### config.mk
export PLATFORM = sky130hd
export DESIGN_NAME = elastic_pipe
export DESIGN_NICKNAME = d
export VERILOG_FILES = /design/src/rtl/elastic_pipe.sv
export SDC_FILE = /design/constraint.sdc
export NUM_CORES = 1
export LEC_CHECK = 0
export BUFFER_PORTS_ARGS = -buffer_cell sky130_fd_sc_hd__buf_2
export CAP_MARGIN = 10
export CORE_MARGIN = 2
export CORE_UTILIZATION = 35
export DETAILED_ROUTE_END_ITERATION = 10
export GPL_TIMING_DRIVEN = 0
export SLEW_MARGIN = 20
export SYNTH_ARGS = -nofsm -noshare
export SYNTH_HDL_FRONTEND = slang
export SYNTH_SLANG_ARGS = --single-unit
### constraint.sdc
create_clock -name clk -period 4 [get_ports clk]
set_clock_uncertainty 0.05 [all_clocks]
set_input_delay 0 -clock clk [delete_from_list [all_inputs] [get_ports clk]]
set_output_delay 0 -clock clk [all_outputs]
set_load 0.02 [all_outputs]
### src/rtl/elastic_pipe.sv
// Stallable L-stage valid/ready register pipeline with an input skid register; bubbles collapse.
// Latency: L cycles from input acceptance to d_valid when unstalled; throughput 1 beat/cycle.
// Backpressure: d_ready stalls stages from the output back; s_ready is a flop that drops only while the skid holds a beat.
// Optional build macro ELASTIC_PIPE_FLUSH_EN adds a synchronous flush input that empties the pipe.
module elastic_pipe #(
    parameter  int DW = 8,
    parameter  int L  = 4,
    localparam int CW = $clog2(L + 2)
) (
    input  logic          clk,
    input  logic          rst,
`ifdef ELASTIC_PIPE_FLUSH_EN
    input  logic          flush,
`endif
    input  logic          s_valid,
    output logic          s_ready,
    input  logic [DW-1:0] s_data,
    output logic          d_valid,
    input  logic          d_ready,
    output logic [DW-1:0] d_data,
    output logic [CW-1:0] count
);

    // Stage state: v_q[i] marks stage i occupied, data_q[i] its payload.
    logic [L-1:0]  v_q;
    logic [L-1:0]  v_d;
    logic [DW-1:0] data_q [L];
    logic [DW-1:0] data_d [L];

    // Skid register absorbs the beat accepted on the cycle stage 0 could not move.
    logic          skid_full_q;
    logic          skid_full_d;
    logic [DW-1:0] skid_data_q;
    logic [DW-1:0] skid_data_d;

    logic          s_ready_q;
    logic          s_ready_d;
    logic [CW-1:0] count_q;
    logic [CW-1:0] count_d;

    logic [L-1:0]  adv;
    logic          in_xfer;
    logic          out_xfer;
    logic          src_v;
    logic [DW-1:0] src_d;
    logic          flush_i;

`ifdef ELASTIC_PIPE_FLUSH_EN
    assign flush_i = flush;
`else
    assign flush_i = 1'b0;
`endif

    assign in_xfer  = s_valid & s_ready_q;
    assign out_xfer = v_q[L-1] & d_ready;

    assign s_ready  = s_ready_q;
    assign d_valid  = v_q[L-1];
    assign d_data   = data_q[L-1];
    assign count    = count_q;

    // Advance enables: a stage may load when the output drains or any stage at or after it is empty.
    always_comb begin : adv_calc
        logic go;
        go  = d_ready;
        adv = '0;
        for (int i = L - 1; i >= 0; i--) begin
            go     = go | ~v_q[i];
            adv[i] = go;
        end
    end

    // Stage-0 source: a held skid beat takes priority over the live input.
    always_comb begin
        src_v = skid_full_q | in_xfer;
        src_d = skid_full_q ? skid_data_q : s_data;
    end

    // Stage moves: advancing stages copy their upstream neighbour; data only updates on a valid source.
    always_comb begin
        v_d    = v_q;
        data_d = data_q;
        if (adv[0]) begin
            v_d[0] = src_v;
            if (src_v) begin
                data_d[0] = src_d;
            end
        end
        for (int i = 1; i < L; i++) begin
            if (adv[i]) begin
                v_d[i] = v_q[i-1];
                if (v_q[i-1]) begin
                    data_d[i] = data_q[i-1];
                end
            end
        end
        if (flush_i) begin
            v_d = '0;
        end
    end

    // Skid fill/drain, registered ready and occupancy count.
    always_comb begin
        skid_full_d = skid_full_q;
        skid_data_d = skid_data_q;
        if (skid_full_q && adv[0]) begin
            skid_full_d = 1'b0;
        end else if (in_xfer && !adv[0]) begin
            skid_full_d = 1'b1;
            skid_data_d = s_data;
        end
        if (flush_i) begin
            skid_full_d = 1'b0;
        end
        s_ready_d = ~skid_full_d;
        if (flush_i) begin
            count_d = '0;
        end else begin
            count_d = count_q + CW'(in_xfer) - CW'(out_xfer);
        end
    end

    // State registers; reset discards everything in flight.
    always_ff @(posedge clk or posedge rst) begin
        if (rst) begin
            v_q <= '0;
            for (int i = 0; i < L; i++) begin
                data_q[i] <= '0;
            end
            skid_full_q <= 1'b0;
            skid_data_q <= '0;
            s_ready_q   <= 1'b1;
            count_q     <= '0;
        end else begin
            v_q         <= v_d;
            data_q      <= data_d;
            skid_full_q <= skid_full_d;
            skid_data_q <= skid_data_d;
            s_ready_q   <= s_ready_d;
            count_q     <= count_d;
        end
    end

endmodule

== After elaboration in Yosys (flattened, before gate mapping) ==
Index checks and enable logic that the tools add are counted.

* Register bits after elaboration: 49
* Latch bits: 0
* Bits in writable memories: 0
* Memory bits (read-only): 0
* Bits of input ports: 12
* Output and inout port bits: 13
* Memories kept: 0

* $add $sub $neg: 2
* Multiply operators: 0
* Divide/modulo/power cells: 0
* Magnitude comparators: 0
* Equal/unequal tests: 0
* Shift-type cells: 0
* Muxes and demuxes: 3
* Bitwise operators: 13
* Reductions and logical operators: 8

{| class="wikitable"
|+ Operator list
! kind !! number
|-
| AND reduction 2 bit || 5
|-
| two-way mux 8 bit || 1
|-
| inverter 1 bit || 6
|-
| bitwise OR 1 bit || 5
|-
| adder 3 x 1 -> 3 bit || 1
|-
| subtractor 3 x 1 -> 3 bit || 1
|-
| bitwise AND 1 bit || 2
|-
| logical AND 1 bit || 2
|-
| two-way mux 1 bit || 2
|-
| logical NOT 1 bit || 1
|}

== Depth between registers and ports, before layout ==
Gate-level depths: netlist of run 1.

* Depth after elaboration: 10
* Mapped depth: 8
* Gate-level depth less buffers: 8

== Least setup slack after synthesis of run 1 ==
Ideal clock, no wire load.

* Path type: reg2reg
* From: register s_ready_q, in the netlist s_ready
* To: register count_q[2], in the netlist count[2]
* Arrival time: 1805 ps
* Required time: 3822 ps
* Slack: 2017 ps
* Stages on the path, launching flop included: 9
* Path buffers: 0
* Clock period less this slack: 1983 ps
* Cells stage by stage: dfstp_2 nand2_1 ha_1 inv_1 ha_1 inv_1 fa_1 xnor2_1 xnor2_1

* Longest elaborated chain between the ends: 3

{| class="wikitable"
|+ Ends and longest elaborated chain
! element !! line !! RTL
|-
| start: declaration || 36 || <nowiki>logic s_ready_q;</nowiki>
|-
| start signal: assignment || 139 || <nowiki>s_ready_q <= s_ready_d;</nowiki>
|-
| bitwise AND 1 bit || 54 || <nowiki>assign in_xfer = s_valid & s_ready_q;</nowiki>
|-
| adder 3 x 1 -> 3 bit || 119 || <nowiki>count_d = count_q + CW'(in_xfer) - CW'(out_xfer);</nowiki>
|-
| subtractor 3 x 1 -> 3 bit || 119 ||
|-
| net count_d[2] || 39 || <nowiki>logic [CW-1:0] count_d;</nowiki>
|-
| end signal: assignment || 140 || <nowiki>count_q <= count_d;</nowiki>
|-
| end: declaration || 38 || <nowiki>logic [CW-1:0] count_q;</nowiki>
|}

The timed path passes the listed nets, and every way through them passes these cells.
A chain may end at the register's enable or synchronous reset.

== Worst setup path in the final report of run 1 ==
Same ends and word-level chain as after synthesis.

==> results of run 1 <==
worst paths after layout:
kind / from / endpoint / slack [ns] / cells past startpoint
min in group clk: count[2] / count[2] / 0.42 / 1
hold reg to reg: count[2] / count[2] / 0.42 / 1
max in group asynchronous: rst / data_q[26] / 3.26 / 4
hold / removal: rst / v_q[3] / 0.15 / 3
setup reg to reg: s_ready / count[2] / 2.00 / 8
setup / recovery: s_ready / count[2] / 2.00 / 8
registers in the layout, summed over array words and instances, names as in the netlist:
signal / flops
data_q: 24
d_data: 8
v_q: 4
count: 3
skid_data_q: 8
skid_full_q: 1
s_ready: 1
metal layers:
metal  part of all wire [%]  vias to the layer above  track usage, %
li1                       -                      588               -
met1                     47                      582           13.71
met2                     47                       29           18.67
met3                    4.7                        5           3.708
met4                    1.8                        0           4.576
met5                      0                        -               0
layout make-up:
| type | count | area (um^2) |
|---|---|---|
| Tap cell | 72 | 90.09 |
| Timing Repair Buffer | 36 | 250.2 |
| Sequential cell | 49 | 1227 |
| Clock inverter | 3 | 22.52 |
| Multi-Input combinational cell | 77 | 730.7 |
| Clock buffer | 5 | 68.82 |
| Fill cell | 524 | 3087 |
| Inverter | 6 | 22.52 |
| Buffer | 11 | 75.07 |
cell usage in the layout (no fill, tap or decap), types with 2 or more instances in the layout:
cell type	netlist	layout
sky130_fd_sc_hd__nand2b_1	3	3
sky130_fd_sc_hd__dfrtp_1	48	48
sky130_fd_sc_hd__nand2_1	9	9
sky130_fd_sc_hd__ha_1	2	2
sky130_fd_sc_hd__a22o_1	15	15
sky130_fd_sc_hd__clkinv_4	0	2
sky130_fd_sc_hd__dlygate4sd3_1	0	11
sky130_fd_sc_hd__mux2_2	24	24
sky130_fd_sc_hd__inv_1	6	5
sky130_fd_sc_hd__xnor2_1	2	2
sky130_fd_sc_hd__buf_4	9	9
sky130_fd_sc_hd__mux2_4	8	8
sky130_fd_sc_hd__clkbuf_8	0	5
sky130_fd_sc_hd__buf_2	0	24
sky130_fd_sc_hd__clkbuf_1	2	2
sky130_fd_sc_hd__nand4b_1	2	2
power groups by stage:
stage | sequential, uW | combinational (uW) | clock, uW
floorplan | 827 | 455 | 0
global placement | 831 | 564 | 0
detailed placement | 846 | 588 | 0
CTS | 835 | 599 | 299
global route | 866 | 646 | 315
finish | 831 | 587 | 284
what timing repair did:
action,4_1_cts,5_1_grt
endpoints found under the setup margin,0,0
hold endpoints to repair,63,0
hold buffers,11,0
buffers inserted,0,0
per-stage QoR:
stage	utilization, %	setup WS (ns)
2_1_floorplan	-	2.017
3_3_place_gp	40.65	2.046
3_5_place_dp	41.01	1.998
4_1_cts	44.62	1.982
5_1_grt	44.62	1.888
6_report	44.62	2.000
worst max-delay path, cell delays in order, from the launching register on:
cell                      delay [ns]
sky130_fd_sc_hd__dfstp_2        0.58
sky130_fd_sc_hd__nand2_1        0.09
sky130_fd_sc_hd__ha_1           0.27
sky130_fd_sc_hd__inv_1          0.06
sky130_fd_sc_hd__ha_1           0.13
sky130_fd_sc_hd__inv_1          0.05
sky130_fd_sc_hd__fa_1           0.39
sky130_fd_sc_hd__xnor2_1        0.18
sky130_fd_sc_hd__xnor2_1        0.13
cells by family (layout without fill, tap and decap cells):
| family | after synthesis | count (layout) | synth area share, % |
|---|---|---|---|
| simple gates | 21 | 21 | 5.844 |
| xor+xnor | 2 | 2 | 0.8523 |
| buf+inv | 17 | 61 | 4.747 |
| compound gates | 19 | 19 | 7.669 |
| flops | 49 | 49 | 59.71 |
| mux | 32 | 32 | 18.99 |
| fa+ha+maj | 3 | 3 | 2.191 |
==> results list, run 1 <==
- I/O Pins: 25
* Placed insts: 240
- Cells with a size suffix above 1 make up 40.64% of the layout.
* Global-route congestion overflow total: 0
- The worst setup path is captured at a flop.
- Once layout is complete, the cells apart from fillers number 259.
- The clock passes through at most 2 buffers.
- The count of nets left with antenna violations once routing finished came out at 0.
* Area growth from synthesis to layout: 21.00%
* Total net switching power: 522.2 uW
* Weighted congestion at the end of routability-driven global placement: 0.7123
* Worst hold slack: 0.1515 ns
* Top_reg_cell synth: sky130_fd_sc_hd__dfrtp_1
* Final critical-path required period: 2.000 ns
- Placed instance area: 2286 um^2
- Yosys mapped a number of flops with a built-in enable equal to 0.
* Slew Limit Fails: 0
* Yosys Warn Count: 0
- For this run, design rule violations remaining after detail routing come to 0.
* Ant diodes: 0
- In the synthesized netlist, the cells that appear most often are 48 x sky130_fd_sc_hd__dfrtp_1, 24 x sky130_fd_sc_hd__mux2_2, 15 x sky130_fd_sc_hd__a22o_1, 9 x sky130_fd_sc_hd__buf_4, 9 x sky130_fd_sc_hd__nand2_1.
- Normalized max-slew margin: 68.40%
- Summed over all instances, the cell type with the most area after synthesis is sky130_fd_sc_hd__dfrtp_1.
* Row count: 27
- The first global-routing pass estimated 5616 um of wire.
* Drt first pass iters: 4
- Skew-Pair Late Insertion Delay: 0.30 ns
- P_leak: 0.001213 uW
- Data on the critical path is required at its endpoint by 4.18 ns.
* DRT Wirelength: 3137 um
* Vertical extent of the die: 80.64 um
* Dominant cells by area after synthesis: sky130_fd_sc_hd__dfrtp_1 58%, sky130_fd_sc_hd__mux2_2 13%, sky130_fd_sc_hd__a22o_1 6.4%
- Most frequent cell after synthesis: sky130_fd_sc_hd__dfrtp_1
- Synthesis produced 143 cells.
* Clock share of power: 16.7%
- Registers are responsible for 48.8% of the overall power.
- Worst Path Arrival: 2.18 ns
- Worst IR drop on VDD: 0.3832 mV
* Crit Path Class: flop to flop
* Setup_tns: 0 ns
* CTS sink cnt: 49
* Area fraction of the dominant cell type after synthesis: 58.43%
- After layout, the worst path uses 50.01% of the clock period.
- The cell sitting at the root of the clock tree is a sky130_fd_sc_hd__clkbuf_8.
- For this block, the via count after detailed routing is 1204.
- Cells resized by post-CTS repair: 0
- After synthesis the cells add up to 2056 um^2.
- Total power draw: 1702 uW
* Largest fanout on the critical path: 6
- Mean area per synthesized cell: 14.38 um^2
* Result of the run: complete, no violations
- Number of input and output port buffers inserted: 24
* Crit path launch type: flop
* Maximum number of pins on one net before global-route repair: 35
- After clock tree synthesis, the clock-pin slew on the worst setup and hold paths is 0.09 ns.
- For this run, the post-layout net count is 201.
* Gr usage total: 11.35%
- TritonCTS built the clock tree.
* Max Cap Violations: 0
- In this run, the number of DRC markers left after iteration 0 of detailed routing was 24.
* Switch share: 30.68%
- Once the floorplan was initialized, standard cells occupied 36.88% of the core.
- Via count of the first global-routing pass: 1250
- Worst Hold Class: input pin to asynchronous set/reset pin
- Average detailed-routed wire length per instance: 12.11 um
* Number of failing hold endpoints at the final stage: 0
- Number of setup violations in the final report: 0
* Number of buffers added by the clock tree synthesis step: 5
- With fillers left out, the area of the finished cells amounts to 2487 um^2.
- H-tree levels: 2
- The die covers 6503 um^2.
- For the pin with the worst max-slew slack, the measured transition is 0.4708 ns.
* Die extent in x: 80.64 um
- Core area: 5574 um^2
* Internal Dissipation: 1180 uW
- Async SR Flop Fraction: 100.0%
* Post-detailed-route via-to-cell ratio: 4.649
* Maximum achievable frequency: 0.4999 GHz
- Detailed placer's ending HPWL: 2349 um
- The synthesized design contains 49 register bits.
* Sequential element share of the synthesized area: 59.71%
- When the netlist entered floorplanning its net count stood at 158.
- Cell Pwr Density: 684.3 nW/um^2
* Combinational power share: 34.5%
- The number of different library cells used by synthesis comes to 25.
* RSZ-0062 raised after global routing: false
- Number of antenna violations at the first check in global routing: 0
Power figures use the tool's default switching activity.
==> run 2: changes to the inputs <==
==> constraint.sdc (replaced) <==
create_clock -name clk -period 1.96 [get_ports clk]
set_clock_uncertainty 0.05 [all_clocks]
set_input_delay 0 -clock clk [delete_from_list [all_inputs] [get_ports clk]]
set_output_delay 0 -clock clk [all_outputs]
set_load 0.02 [all_outputs]
==> run 2 against run 1 <==
Net effect:
- die area unchanged
- core utilization is 0.97 points higher
- fmax grew 6.1%
- global-route usage shrank 0.067 points
- register-to-register slack got worse by 1.9 ns
- non-clock buffer count is 3 higher
- critical endpoint unchanged
- largest cell class unchanged
- largest power group unchanged
==> results list, run 2 (synthesis results as in run 1) <==
- Post-route DRC violation count: 0
- The smallest clock period supported by the final layout is computed as 1.885 ns.
- Number of antenna violations at the first check in global routing: 0
* Skew-Pair Late Insertion Delay: 0.29 ns
- CTS root buf: sky130_fd_sc_hd__clkbuf_8
- TritonCTS clock tree: done
- Data required time at the worst endpoint: 2.09 ns
- Summed over all cells, the static leakage comes to 0.001234 uW.
* Area growth from synthesis to layout: 23.62%
- The routed design uses 117 um of met3 wire.
- From bottom edge to top edge, the die measures 80.64 um.
* Slew at the pin with the worst max-slew slack: 0.5464 ns
- The pre-antenna-repair detailed-routing pass consisted of 4 iterations.
- After detailed routing, the average wire length per cell comes to 12.42 um.
- After routing, the total negative slack on setup checks comes to 0 ns.
- Clock-pin slew was measured on the worst setup and hold paths at 0.09 ns.
* Worst Hold Class: input pin to asynchronous set/reset pin
* Post-Route Utilization: 45.59%
- Via count of the first global-routing pass: 1206
* Core area: 5574 um^2
- STA classifies the critical path startpoint as a flop.
- Counting along the longest clock path gives a buffer depth of 2.
- The first routing iteration left 55 violations.
* Number of setup violations in the final report: 0
- After layout, the worst path uses 96.17% of the clock period.
* Global-route wire length before repair: 5589 um
- Using the TritonRoute via totals, the vias-per-cell ratio works out to 4.611.
- Summed over all layers, the global routing overflow is 0.
- The final max-slew violation count was 0.
- In this run the count of I/O pins placed on the die edge is 25.
- Die extent in x: 80.64 um
- Summing all non-filler instances in the final layout gives an area of 2541 um^2.
- The die covers 6503 um^2.
* Number of failing hold endpoints at the final stage: 0
- Cells with a size suffix above 1 make up 43.68% of the layout.
- Routed metal-1 wirelength: 1535 um
- CTS sink cnt: 49
- Worst Path Arrival: 2.02 ns
* Normalized max-slew margin: 63.52%
- The critical path is of the flop to flop type.
- The number of antenna diodes in the final layout is 0.
- Cell Pwr Density: 1385 nW/um^2
- DRT Wirelength: 3255 um
* Max Cap Violations: 0
- Worst IR drop on VDD: 0.5614 mV
- Wire length on met2: 1533 um
- Input and output buffers added on the ports amount to 24.
- Weighted congestion at the end of routability-driven global placement: 0.7218
- Maximum achievable frequency: 0.5305 GHz
- Counting flops per register, the top entry is data_q.
* Flip-flop count of the largest register after layout: 24
- The floorplan has 27 rows.
- In this run the remaining antenna-violating nets after routing total 0.
- Largest fanout on the critical path: 3
- Gr usage total: 11.28%
* Commonest non-fill, non-tap cells in the layout: 48 x sky130_fd_sc_hd__dfrtp_1, 24 x sky130_fd_sc_hd__mux2_2, 24 x sky130_fd_sc_hd__buf_2, 15 x sky130_fd_sc_hd__a22o_1, 12 x sky130_fd_sc_hd__buf_4
- TritonCTS created 5 clock buffers.
* Maximum number of pins on one net before global-route repair: 26
- The library cell used most frequently in the layout, excluding fill and tap cells, is sky130_fd_sc_hd__dfrtp_1.
* Critical path endpoint category: flop
* H-tree levels: 2
- The detailed router used layers up to and including met4.
* Placed instance area: 2298 um^2
- Total number of vias: 1208
* Result of the run: complete, no violations
- The design draws 3519 uW.
- After legalization and detailed placement, the total HPWL measured 2347 um.
- Effective utilization at floorplan: 36.88%
- At the end of the flow, the number of nets in the layout was 204.
-- run 2: cell types whose count changed in the layout (fill, tap and decap cells not counted), sizes merged --
cell / change
buf: +3
clkbuf: +1
clkinv: -1
-- run 2: critical path, cell delays in order (launching register included) --
cell and delay [ns]:
sky130_fd_sc_hd__dfstp_2 0.57, sky130_fd_sc_hd__nand2_4 0.07, sky130_fd_sc_hd__ha_4 0.21, sky130_fd_sc_hd__inv_1 0.05, sky130_fd_sc_hd__ha_1 0.12, sky130_fd_sc_hd__inv_1 0.05, sky130_fd_sc_hd__fa_2 0.37, sky130_fd_sc_hd__xnor2_2 0.15
sky130_fd_sc_hd__xnor2_1 0.13
-- run 2: where the power goes --
| part | switching [uW] | internal (uW) |
|---|---|---|
| clock | 308 | 248 |
| sequential | 255 | 1450 |
| combinational | 518 | 739 |
-- run 2: layout make-up --
class / instances / area (um^2)
inverters: 6 / 22.52
clock buffers: 6 / 72.57
well taps: 72 / 90.09
flip-flops and latches: 49 / 1227
repair buffers: 39 / 280.3
clock inverters: 2 / 10.01
multi-input cells: 77 / 763.2
plain buffers: 11 / 75.07
fillers: 528 / 3033
-- run 2: per-stage QoR --
step / hold slack [ns] / std cells / setup WS (ns)
floorplan: 0.08206 / 143 / 0.03729
global placement: 0.2014 / 239 / 0.03176
detailed placement: 0.03038 / 240 / -0.01374
CTS: 0.2577 / 260 / 0.005855
global route: 0.2873 / 262 / -0.008911
finish: 0.2399 / 262 / 0.07507
-- run 2: worst paths after layout --
| kind | start | end | slack (ns) | cells after the start |
|---|---|---|---|---|
| hold reg to reg | count[2] | count[2] | 0.41 | 1 |
| setup / recovery | s_ready | count[2] | 0.08 | 8 |
| max in group asynchronous | rst | s_ready | 1.04 | 4 |
| setup reg to reg | s_ready | count[2] | 0.08 | 8 |
| hold / removal | rst | d_data[3] | 0.24 | 3 |
| min in group clk | count[2] | count[2] | 0.41 | 1 |
-- run 2: repair_timing --
item | CTS | global route
endpoints found under the setup margin | 1 | 1
cloned | 0 | 0
gates resized for setup | 1 | 3
hold endpoints to repair | 35 | 0
setup buffers | 1 | 2
hold buffers | 11 | 0
pin swaps | 0 | 3
-- run 2: layer usage --
layer	global-route usage [%]	vias to the layer above
met5	0	-
met4	5.593	0
met3	2.022	7
met2	18.58	25
met1	14.23	585
li1	-	591
==> run 3: changes to the inputs <==
--- a/config.mk
+++ b/config.mk
@@ -11,6 +11,7 @@
 export CORE_UTILIZATION = 35
 export DETAILED_ROUTE_END_ITERATION = 10
 export GPL_TIMING_DRIVEN = 0
+export SETUP_SLACK_MARGIN = 0.15
 export SLEW_MARGIN = 20
 export SYNTH_ARGS = -nofsm -noshare
 export SYNTH_HDL_FRONTEND = slang
==> constraint.sdc (replaced) <==
create_clock -name clk -period 2.1 [get_ports clk]
set_clock_uncertainty 0.05 [all_clocks]
set_input_delay 0 -clock clk [delete_from_list [all_inputs] [get_ports clk]]
set_output_delay 0 -clock clk [all_outputs]
set_load 0.02 [all_outputs]
==> run 3 against run 2 <==
Net effect:
- global-route usage is essentially flat
- clock power is 5.9% lower
- via count is 0.17% higher
- worst setup slack gained 0.14 ns
==> results list, run 3 (synthesis results as in run 1) <==
- Cell Pwr Density: 1297 nW/um^2
- The die is 80.64 um tall.
* Worst Path Arrival: 2.02 ns
* Crit Path Class: flop to flop
- DRT Wirelength: 3251 um
* Critical path endpoint category: flop
* Post-Route Utilization: 45.50%
* Initial DRC Count: 39
* Area of the multi-input gates: 765.7 um^2
* Maximum number of pins on one net before global-route repair: 26
* Data required time at the worst endpoint: 2.23 ns
* Core area: 5574 um^2
* Row count: 27
- In this run the worst path has a maximum fanout of 3.
- The critical path crosses 8 cells after its start point.
* Ant diodes: 0
* Gr usage total: 11.30%
- CTS saw 49 sinks.
- Detailed placer's ending HPWL: 2347 um
* Setup_tns: 0 ns
- P_leak: 0.001227 uW
* Number of input and output port buffers inserted: 24
- Counting both buffers and inverters, the worst setup path holds a total of 2.
- From synthesis to final layout, the design area changed by 23.37%.
* Skew-Pair Late Insertion Delay: 0.30 ns
- In the final routed layout, each cell accounts on average for 12.46 um.
* Final critical-path required period: 1.888 ns
- The slowest stage of the critical path is the sky130_fd_sc_hd__dfstp_2 cell.
- TritonCTS built the clock tree.
- Combinational power share: 35.7%
- Non-filler instance count after layout: 261
- Cell internal power was estimated by the tool at 2275 uW.
- The number of global-route vias before repair is 1209.
* Number of buffers added by the clock tree synthesis step: 5
- Drt first pass iters: 4
* Delay of the slowest cell on the worst path: 0.57 ns
* Number of antenna violations at the first check in global routing: 0
* Post-route DRC violation count: 0
* Register Area: 1227 um^2
- Commonest non-fill, non-tap cells in the layout: 48 x sky130_fd_sc_hd__dfrtp_1, 24 x sky130_fd_sc_hd__mux2_2, 24 x sky130_fd_sc_hd__buf_2, 15 x sky130_fd_sc_hd__a22o_1
- Layout cells sized above 1: 44.97%
- The tightest min-delay check is of the input pin to asynchronous set/reset pin type.
- In this run switching power makes up 30.83% of total power.
- In this design, the critical path's most frequently occurring cell is sky130_fd_sc_hd__inv_2.
- Across the run, the number of max-cap violations was 0.
- The register with the most flip-flops in the layout has 24 of them.
- Timing would allow up to 0.5296 GHz.
- Normalized max-slew margin: 63.59%
* H-tree levels: 2
- The worst register-to-register path has a depth of 8.
- The flow ran to the end, and the final reports show no timing, DRC or antenna violations.
- Number of setup violations in the final report: 0
* Clock share of power: 15.9%
- RSZ-0062 raised after global routing: false
* Post-detailed-route via-to-cell ratio: 4.636
- Worst IR drop on VDD: 0.5270 mV
* Slew Limit Fails: 0
- Worst hold slack: 0.2370 ns
- The clock passes through at most 2 buffers.
- The root buffer cell chosen for the clock tree is sky130_fd_sc_hd__clkbuf_8.
- Place WS: 0.1263 ns
- Effective utilization at floorplan: 36.88%
- The kind of cell with the highest combined delay along the critical path is adder cells.
* Placed insts: 240
- Crit path launch type: flop
- Global-route congestion overflow total: 0
- data_q holds more flip-flops than any other register.
- Routability-driven placement finished with a final weighted congestion of 0.7218.
- Worst Setup Slack, final: 0.2116 ns
- The analysis attributes to net switching a power of 1014 uW.
- Once detail routing completed, the nets flagged for antenna violations numbered 0.
- Of the available clock period, the critical path in the final layout requires 89.92%.
- Walking the worst path, the cells encountered are nand2_4, ha_4, inv_2, ha_2, inv_2, fa_2, xnor2_2, xnor2_1.
- The net count of the finished layout is 203.
- Commonest non-fill, non-tap cell in the layout: sky130_fd_sc_hd__dfrtp_1
- In this run the count of I/O pins placed on the die edge is 25.
- CTS clock-pin slew for the worst setup and hold paths: 0.09 ns
* # fillers: 528
* Total number of vias: 1210
- Sequential cells burn 48.4% of the power.
* Slew at the pin with the worst max-slew slack: 0.5453 ns
* Die extent in x: 80.64 um
- The floorplan step defined a die boundary enclosing 6503 um^2.
- Global-route wire length before repair: 5595 um
* Number of failing hold endpoints at the final stage: 0
## run 3: cell count changes in the layout (fill, tap and decap cells not counted), sizes merged
cell	before	now
buf	37	36
## run 3: timing repair
action,in CTS,in global routing
pin swaps,0,4
hold buffers,11,0
hold endpoints to repair,35,0
endpoints found under the setup margin,1,1
cloned,0,0
setup buffers,2,0
resized for setup,1,6
## run 3: power by group through the flow
| stage | registers, uW | clock network, uW | logic [uW] |
|---|---|---|---|
| 5_1_grt | 1650 | 575 | 1290 |
| 3_3_place_gp | 1580 | 0 | 1080 |
| 6_report | 1590 | 523 | 1180 |
| 3_5_place_dp | 1620 | 0 | 1130 |
| 2_1_floorplan | 1580 | 0 | 869 |
| 4_1_cts | 1590 | 538 | 1180 |
## run 3: path summary, 6_finish.rpt
| path | startpoint | endpoint | slack [ns] |
|---|---|---|---|
| worst min register to register | count[2] | count[2] | 0.41 |
| max in group asynchronous | rst | s_ready | 1.18 |
| worst max register to register | s_ready | count[2] | 0.21 |
| min in group clk | count[2] | count[2] | 0.41 |
| worst min-delay path | rst | d_data[3] | 0.24 |
| worst max-delay path | s_ready | count[2] | 0.21 |
## run 3: through the flow
step / power, uW / cell area, um^2
after detailed placement: 2746 / 2298
after floorplan: 2446 / 2061
after CTS: 3316 / 2514
after global placement: 2665 / 2271
after global routing: 3512 / 2536
final: 3290 / 2536
## run 3: tightest hold or removal path: cells and delay by family
family / cells / cell delay, ns
buffers and inverters: 3 / 1.05
## run 3: layout make-up
type                            instances  area share (%)
Inverter                                6          0.8880
Sequential cell                        49           48.40
Clock buffer                            6           2.861
Clock inverter                          2          0.3947
Buffer                                 11           2.960
Tap cell                               72           3.552
Timing Repair Buffer                   38           10.75
Multi-Input combinational cell         77           30.19
## run 3: metal layers
metal	wire, um	GRT usage (%)	vias up	part of all wire, %
li1	-	-	589	-
met1	1581	14.31	589	49
met2	1489	18.58	24	46
met3	113	2.022	8	3.5
met4	67	5.593	0	2.1
met5	0	0	-	0
